===== config.mk =====
export PLATFORM = sky130hd
export DESIGN_NAME = lsu
export DESIGN_NICKNAME = d
export VERILOG_FILES = /design/src/rtl/lsu_pkg.sv /design/src/rtl/lsu_align.sv /design/src/rtl/lsu.sv
export SDC_FILE = /design/constraint.sdc
export NUM_CORES = 1
export LEC_CHECK = 0
export ABC_AREA = 1
export ABC_CLOCK_PERIOD_IN_PS = 4000
export BUFFER_PORTS_ARGS = -buffer_cell sky130_fd_sc_hd__buf_2
export CORE_MARGIN = 2
export CORE_UTILIZATION = 53
export CTS_CLUSTER_SIZE = 12
export DETAILED_ROUTE_END_ITERATION = 10
export PLACE_DENSITY = 0.88
export SETUP_SLACK_MARGIN = 0.15
export SLEW_MARGIN = 20
export SYNTH_ARGS = -nofsm -noshare
export SYNTH_HDL_FRONTEND = slang
export SYNTH_SLANG_ARGS = --single-unit
export TNS_END_PERCENT = 20

===== constraint.sdc =====
create_clock -name clk -period 4 [get_ports clk]
set_input_delay 0.4 -clock clk [delete_from_list [all_inputs] [get_ports clk]]
set_output_delay 0.4 -clock clk [all_outputs]
set_load 0.05 [all_outputs]

===== src/rtl/lsu_pkg.sv =====
// rtl/lsu_pkg.sv - shared constants and types for the RV32I load/store unit
package lsu_pkg;

    localparam logic [2:0] F3_B  = 3'b000;
    localparam logic [2:0] F3_H  = 3'b001;
    localparam logic [2:0] F3_W  = 3'b010;
    localparam logic [2:0] F3_BU = 3'b100;
    localparam logic [2:0] F3_HU = 3'b101;

    typedef enum logic [2:0] {
        IDLE,
        ACCESS,
        WAIT,
        CAPTURE,
        RESP
    } lsu_state_t;

    localparam int MEM_LAT_MIN = 1;
    localparam int MEM_LAT_MAX = 4;

    function automatic logic mem_lat_ok(input int lat);
        return (lat >= MEM_LAT_MIN) && (lat <= MEM_LAT_MAX);
    endfunction

endpackage


===== src/rtl/lsu_align.sv =====
// rtl/lsu_align.sv - byte-lane alignment, write enables, load extension and fault decode
module lsu_align
    import lsu_pkg::*;
(
    input  logic        store,
    input  logic [2:0]  funct3,
    input  logic [1:0]  addr_lo,
    input  logic [31:0] wdata,
    input  logic [31:0] outdata,
    output logic        fault,
    output logic [31:0] st_data,
    output logic [3:0]  st_we,
    output logic [31:0] ld_data
);

    logic [31:0] shifted;

    always_comb begin
        // Stores only exist for B/H/W, so any store funct3 from 011 upward is illegal.
        fault = store && (funct3 >= 3'b011);
        case (funct3)
            F3_B, F3_BU: ;
            F3_H, F3_HU: if (addr_lo[0]) fault = 1'b1;
            F3_W:        if (addr_lo != 2'b00) fault = 1'b1;
            default:     fault = 1'b1;
        endcase
    end

    always_comb begin
        st_data = wdata;
        st_we   = 4'b1111;
        case (funct3[1:0])
            2'b00: begin
                st_data = {4{wdata[7:0]}};
                st_we   = 4'b0001 << addr_lo;
            end
            2'b01: begin
                st_data = {2{wdata[15:0]}};
                st_we   = 4'b0011 << {addr_lo[1], 1'b0};
            end
            default: ;
        endcase
    end

    always_comb begin
        shifted = outdata >> {addr_lo, 3'b000};
        case (funct3)
            F3_B:    ld_data = {{24{shifted[7]}}, shifted[7:0]};
            F3_BU:   ld_data = {24'h0, shifted[7:0]};
            F3_H:    ld_data = {{16{shifted[15]}}, shifted[15:0]};
            F3_HU:   ld_data = {16'h0, shifted[15:0]};
            default: ld_data = shifted;
        endcase
    end

endmodule


===== src/rtl/lsu.sv =====
// rtl/lsu.sv - RV32I load/store unit driving a byte-writable synchronous data memory
module lsu
    import lsu_pkg::*;
#(
    parameter int MEM_LAT = 1
) (
    input  logic        clk,
    input  logic        reset,
    input  logic        req_valid,
    output logic        req_ready,
    input  logic        req_store,
    input  logic [2:0]  req_funct3,
    input  logic [31:0] req_addr,
    input  logic [31:0] req_wdata,
    output logic        resp_valid,
    output logic [31:0] resp_rdata,
    output logic        resp_misalign,
    output logic [31:0] daddr,
    output logic [31:0] indata,
    output logic [3:0]  we,
    input  logic [31:0] outdata
);

    if (!mem_lat_ok(MEM_LAT)) begin : g_mem_lat_illegal
        $error("lsu: MEM_LAT must be within 1..4");
    end

    lsu_state_t  state;
    logic        r_store;
    logic [2:0]  r_funct3;
    logic [1:0]  r_addr_lo;
    logic [1:0]  wait_cnt;

    logic        idle;
    logic        a_store;
    logic [2:0]  a_funct3;
    logic [1:0]  a_addr_lo;
    logic        a_fault;
    logic [31:0] st_data;
    logic [3:0]  st_we;
    logic [31:0] ld_data;

    assign idle      = (state == IDLE);
    assign req_ready = idle;

    // The aligner sees the live request while idle (decode on accept) and the
    // registered request afterwards (load extraction in CAPTURE).
    assign a_store   = idle ? req_store      : r_store;
    assign a_funct3  = idle ? req_funct3     : r_funct3;
    assign a_addr_lo = idle ? req_addr[1:0]  : r_addr_lo;

    lsu_align u_align (
        .store   (a_store),
        .funct3  (a_funct3),
        .addr_lo (a_addr_lo),
        .wdata   (req_wdata),
        .outdata (outdata),
        .fault   (a_fault),
        .st_data (st_data),
        .st_we   (st_we),
        .ld_data (ld_data)
    );

    always_ff @(posedge clk) begin
        if (reset) begin
            state         <= IDLE;
            r_store       <= 1'b0;
            r_funct3      <= 3'b000;
            r_addr_lo     <= 2'b00;
            wait_cnt      <= 2'b00;
            daddr         <= 32'h0;
            indata        <= 32'h0;
            we            <= 4'b0000;
            resp_valid    <= 1'b0;
            resp_rdata    <= 32'h0;
            resp_misalign <= 1'b0;
        end else begin
            case (state)
                IDLE: begin
                    if (req_valid) begin
                        r_store   <= req_store;
                        r_funct3  <= req_funct3;
                        r_addr_lo <= req_addr[1:0];
                        if (a_fault) begin
                            state         <= RESP;
                            resp_valid    <= 1'b1;
                            resp_misalign <= 1'b1;
                            resp_rdata    <= 32'h0;
                        end else begin
                            state <= ACCESS;
                            daddr <= {req_addr[31:2], 2'b00};
                            if (req_store) begin
                                indata <= st_data;
                                we     <= st_we;
                            end
                        end
                    end
                end
                ACCESS: begin
                    we <= 4'b0000;
                    if (r_store) begin
                        state         <= RESP;
                        resp_valid    <= 1'b1;
                        resp_misalign <= 1'b0;
                        resp_rdata    <= 32'h0;
                    end else if (MEM_LAT == 1) begin
                        state <= CAPTURE;
                    end else begin
                        state    <= WAIT;
                        wait_cnt <= 2'(MEM_LAT - 2);
                    end
                end
                WAIT: begin
                    if (wait_cnt == 2'd0) state <= CAPTURE;
                    else                  wait_cnt <= wait_cnt - 2'd1;
                end
                CAPTURE: begin
                    state         <= RESP;
                    resp_valid    <= 1'b1;
                    resp_misalign <= 1'b0;
                    resp_rdata    <= ld_data;
                end
                RESP: begin
                    state      <= IDLE;
                    resp_valid <= 1'b0;
                end
                default: state <= IDLE;
            endcase
        end
    end

endmodule


* After elaboration in Yosys (flattened, before gate mapping)
Cells that the tools add are included.
** Cells by class
- Equal/unequal tests :: 15
- Add/subtract/negate cells :: 1
- Div/mod/pow operators :: 0
- Reductions and logical operators :: 19
- Mux-type cells :: 28
- Multiply operators :: 0
- Bitwise gates (word level) :: 2
- $lt $le $gt $ge :: 1
- Shift-type cells :: 3
** Operators with widths (count)
- one-hot mux 32 bit (4 select lines) :: 1
- two-way mux 32 bit :: 3
- one-hot mux 32 bit (3 select lines) :: 1
- one-hot mux 32 bit (2 select lines) :: 1
- right shift 32 x 5 -> 32 bit :: 1
- one-hot mux 4 bit (2 select lines) :: 2
- AND reduction 4 bit :: 4
- two-way mux 3 bit :: 5
- two-way mux 4 bit :: 3
- one-hot mux 3 bit (4 select lines) :: 1
- != test 2 bit (second input constant) :: 5
- equality test 3 x 2 -> 1 bit (second input constant) :: 3
- equality test 3 bit (second input constant) :: 3
- two-way mux 1 bit :: 7
- equality test 3 x 1 -> 1 bit (second input constant) :: 2
- logical NOT 3 bit :: 2
- one-hot mux 1 bit (3 select lines) :: 2
- AND reduction 2 bit :: 3
- logical NOT 2 bit :: 2
- one-hot mux 1 bit (4 select lines) :: 1
- nonzero test 2 bit :: 2
- nonzero test 4 bit :: 1
- OR reduction 2 bit :: 2
- << shifter 1 x 2 -> 4 bit (first input constant) :: 1
- 10 further kinds :: 11
** Storage, ports and cells
- Bits in latches :: 0
- Bits in writable memories :: 0
- Memories kept :: 0
- ROM bits :: 0
- Register bits :: 111
- Output and inout bits :: 103

* Depth between registers and ports, before layout
- Depth after elaboration :: 9
- Gate-level depth with buffers :: 14
- Mapped depth without buffers :: 12

* Cells and area by module
From an unflattened synthesis, not the netlist that was laid out.
** Second synthesis, totals
- Cell total of the unflattened synthesis :: 849
- Area total of the unflattened synthesis :: 5624.1 µm²
** By module, submodules not included
- lsu :: area each 4388.0 µm², instances 1, cells an instance 607
- lsu_align :: area each 1236.2 µm², instances 1, cells an instance 242

* Least setup slack after synthesis
OpenSTA, ideal clock, no wires.
- Kind :: reg-to-output
- From :: reg state[0]
- To :: out req_ready
- Path buffers :: 2
- Data arrival time :: 1.463 ns
- Path slack :: 2.137 ns
- Stages on the path, launching flop included :: 6
- Data required time :: 3.600 ns
- Path through :: dfxtp_1 nor2_4 nand2_4 inv_1 buf_2 buf_1
** Between the ends
- Word-level cells in the longest chain between the ends :: 1
** Ends and longest elaborated chain
- start, declared :: RTL line lsu.sv:28 : lsu_state_t state;
- start signal, assigned :: RTL line lsu.sv:66 : state <= IDLE;
- start signal, assigned :: RTL line lsu.sv:85 : state <= RESP;
- start signal, assigned :: RTL line lsu.sv:90 : state <= ACCESS;
- logical NOT 3 bit :: RTL line lsu.sv:43 : assign idle = (state == IDLE);
- end, declared :: RTL line lsu.sv:10 : output logic req_ready,
Every way passes these cells.

* Worst setup path in the final report
- From :: reg state[0]
- To :: reg daddr[4]
** Between the ends
- Word-level cells in the longest chain between the ends :: 8
** Ends and longest elaborated chain
- logical NOT 3 bit (*) :: RTL line lsu.sv:43, lsu.sv:78
- two-way mux 3 bit :: RTL line lsu.sv:49 : assign a_funct3 = idle ? req_funct3 : r_funct3;
- greater-or-equal comparator 3 x 2 -> 1 bit :: RTL line lsu_align.sv:20 : fault = store && (funct3 >= 3'b011);
- logical AND 1 bit :: RTL line lsu_align.sv:20
- two-way mux 1 bit, on equally long branches :: RTL line lsu_align.sv:24, lsu_align.sv:23
- one-hot mux 1 bit (3 select lines) :: RTL line lsu_align.sv:21 : case (funct3)
- inverter 1 bit (no line)
- AND reduction 3 bit (no line) (*)
- end signal, assigned :: RTL line lsu.sv:91 : daddr <= {req_addr[31:2], 2'b00};
- end, declared :: RTL line lsu.sv:18 : output logic [31:0] daddr,
Mark *: on every way between the ends. The rest lies on a longest branch, timed or not.
A chain may end at the register's enable or synchronous reset.

==> impl_summary.log <==
INFO  metric timing.clock.skew = 11.60 ps
INFO  metric critical_path_peak_fanout = 31
INFO  metric cts.reportedPaths.clkPinSlew = 110 ps
INFO  metric initial_core_util = 53.65%
INFO  metric outcome = finished clean
INFO  metric crit_arrival = 2970 ps
INFO  metric synthMuxAreaShare = 0%
INFO  metric min_from = req_wdata[6]
INFO  metric routability_cong = 0.9319
INFO  metric postLayoutSetupSlackWorst = 1272 ps
INFO  metric post_cts_resize_count = 0
INFO  metric floorplan.rows = 37
INFO  metric regToRegEndpoint = daddr[4]
INFO  metric core-area = 10180 sq um
INFO  metric ioPinCount = 206
INFO  metric met3_length = 985 um
INFO  metric synthAdderAreaFrac = 0.2290%
INFO  metric cts_buffers = 9
INFO  metric design.final.nets = 1062
INFO  metric cellPowerDensity = 755.3 nW/um^2
INFO  metric buffer_ports.inserted = 203
INFO  metric power.static_leakage = 3.102 nW
INFO  metric synth_xor_xnor_area_share = 0%
INFO  metric final-setup-viol-count = 0
INFO  metric first_global_vias = 5220
INFO  metric path_class = register to register
INFO  metric layout_min_cycle_time = 2728 ps
INFO  metric slowest_stage = dfxtp_1
INFO  metric cp-end-kind = register
INFO  metric combinational_family_with_the_most_area_after_synthesis = simple AND/OR/NAND/NOR gates
INFO  metric synth_cell_type_count = 30
INFO  metric hold-path-cell-count = 3
INFO  metric worst_case_register_to_register_setup_slack = 1270 ps
INFO  metric clk_latency = 380 ps
INFO  metric ys_seq_elements = 111
INFO  metric synth_edf_count = 0
INFO  metric synth.yosys.warnings = 0
INFO  metric detail_route.first_pass.iterations = 5
INFO  metric count_of_mapped_cells_out_of_synthesis = 791
INFO  metric clk_path_buf_depth = 2
INFO  metric vias = 5799
INFO  metric final_period_util = 68.19%
INFO  metric min_to = indata[6]
INFO  metric grt_overflow = 0
INFO  metric wire_per_inst = 13.91 um
INFO  metric grt_max_degree = 50
INFO  metric drv_slew = 0
INFO  metric routed_via_density = 5.281
INFO  metric drcViolationCount = 0
INFO  metric crit_required = 4240 ps
INFO  metric critPathMostFrequentCell = nand2_1
INFO  metric pre_cts_slack = 1323 ps
INFO  metric global_route_wire_length_before_repair = 24250 um
INFO  metric synth_flop_cell = dfxtp_1
INFO  metric layout_commonest_cell = nand2_1
INFO  metric largest_cells_by_area_after_synthesis = dfxtp_1 41%, nand2_1 19%, a21oi_1 11%
INFO  metric mapped_area = 5464 sq um
INFO  metric most_frequent_cells_in_the_layout = 274 x nand2_1, 202 x buf_2, 123 x a21oi_1, 111 x dfxtp_1
INFO  metric critical_path.startpoint_type = register
INFO  metric timing.critical_path.buf_inv = 2
INFO  metric worstPathCellList = nor2_4, nand2_4, nand2_1, nand2_1, nor2_1, nand2_2, nand2_4, buf_4, nand3_1, buf_4, nand2_1, a21oi_1
INFO  metric fmax = 366.6 MHz
INFO  metric drive_above_1_share = 28.17%
INFO  metric fillers = 970
INFO  metric synth-compound-area-share = 17.79%
INFO  metric vdd_ir_drop_max = 0.0004032 V
INFO  metric hold_viol = 0
INFO  metric area_growth_syn_to_layout = 21.09%
INFO  metric highest-signal-layer = met4
INFO  metric met2RoutedLength = 7425 um
INFO  metric max_stage_delay = 360 ps
INFO  metric worstRegToRegCells = 12
INFO  metric timing.max_slew.rel_slack = 36.05%
INFO  metric syn_area_per_cell = 6.908 sq um
INFO  metric htree_levels = 3
INFO  metric postCtsSetupBuffers = 0
INFO  metric cell_type_with_the_highest_aggregate_area_in_the_netlist = dfxtp_1
INFO  metric yosys.area.top_type_share = 40.67%
INFO  metric m1WireLength = 6474 um
INFO  metric cts_root_buf = clkbuf_8
INFO  metric antenna_cells = 0
INFO  metric synth_simple_gate_area_share = 32.59%
INFO  metric post_cts_hold_buffers = 0
INFO  metric initial_antenna_violation_count = 0
INFO  metric hold_wc_path_type = input pin to register
INFO  metric cpLargestDelayFamily = simple AND/OR/NAND/NOR gates
INFO  metric critical_path.reg2reg.startpoint = state[0]
INFO  metric rsz0062_at_grt = false
INFO  metric finalWirelength = 15270 um
INFO  metric aggregate_global_route_resource_usage = 26.44%
INFO  metric synth.yosys.seq_area_share = 40.67%
INFO  metric detailed_place_hpwl = 10820 um
INFO  metric tightestPinTransition = 958.3 ps
INFO  metric tritoncts = yes
INFO  metric clock-sinks = 111
INFO  metric setup-tns-final = 0 ps
INFO  metric synth-async-reset-ratio = 0%
INFO  metric detail_route.iter0.violations = 424
INFO  metric die_area = 11140 sq um
INFO  metric die-height = 105.5 um
INFO  metric floorplan.die.width = 105.5 um
INFO  metric postRouteAntennaNets = 0
INFO  metric max_cap_violations = 0
## worst max-delay path by stage
stage                        start        end  slack (ps)  cells past startpoint
after floorplan           state[0]  req_ready        2140                      5
after global placement    state[0]   daddr[4]        1420                     12
after detailed placement  state[0]  daddr[14]        1320                     12
after CTS                 state[0]   daddr[4]        1310                     12
after global routing      state[0]  daddr[26]        1020                     12
final                     state[0]   daddr[4]        1270                     12
## synthesized netlist by cell type (4+ instances only)
| library cell | instances |
|---|---|
| nor2_1 | 15 |
| a21oi_1 | 123 |
| dfxtp_1 | 111 |
| nand2_2 | 20 |
| nand4_1 | 34 |
| inv_1 | 43 |
| nand2_1 | 274 |
| buf_2 | 16 |
| buf_4 | 6 |
| buf_6 | 4 |
| nand3_1 | 31 |
| nand3_4 | 5 |
| o211ai_1 | 6 |
| nor3_1 | 4 |
| a21oi_2 | 10 |
| clkbuf_1 | 26 |
| o21ai_0 | 43 |
## metrics by stage
stage | utilization (%) | cells | total power, mW | hold slack, ps | instance area (sq um)
final | 64.96 | 1098 | 4.997 | 291.4 | 6616
after global routing | 64.96 | 1098 | 5.343 | 279.2 | 6616
after CTS | 64.96 | 1098 | 5.001 | 272.5 | 6616
after detailed placement | 62.97 | 1083 | 4.297 | 445.3 | 6414
after global placement | 62.97 | 1083 | 4.258 | 436.7 | 6414
after floorplan | - | 792 | 3.814 | 443.9 | 5468
## power by group
group | total [mW] | switching (mW) | internal [mW]
Clock | 0.705 | 0.394 | 0.311
Combinational | 2.87 | 2.17 | 0.696
Sequential | 1.42 | 0.109 | 1.31
## worst reg2reg max path, stage by stage, from the launching register on
cell     delay (ps)
dfxtp_1         360
nor2_4          210
nand2_4         140
nand2_1          90
nand2_1         220
nor2_1          260
nand2_2         110
nand2_4         100
buf_4           300
nand3_1         320
buf_4           330
nand2_1          90
a21oi_1          60
## kinds of logic after synthesis
kind of cell,count (synthesis)
buffers and inverters,102
adder cells (fa/ha/maj),1
flip-flops,111
other,1
AND/OR/NAND/NOR,393
AO/OA/AOI/OAI,183
## layer usage
layer / vias up / global-route usage, %
li1: 2929 / -
met1: 2620 / 34.11
met2: 216 / 44.06
met3: 34 / 4.515
met4: 0 / 10.43
met5: - / 0
## layout make-up
cell class	instances	area (sq um)	area share, %
Tap cell	136	170.2	2.572
Multi-Input combinational cell	579	2773	41.91
Clock buffer	10	137.6	2.080
Timing Repair Buffer	210	1071	16.19
Sequential cell	111	2222	33.59
Clock inverter	5	65.06	0.9834
Inverter	47	177.7	2.685
## flip-flops by register name (all words and copies together) (netlist names)
signal	flops
indata	32
resp_rdata	32
daddr	30
we	4
r_funct3	3
state	3
r_addr_lo	2
wait_cnt	2
r_store	1
resp_misalign	1
resp_valid	1
Power figures use the tool's default switching activity.
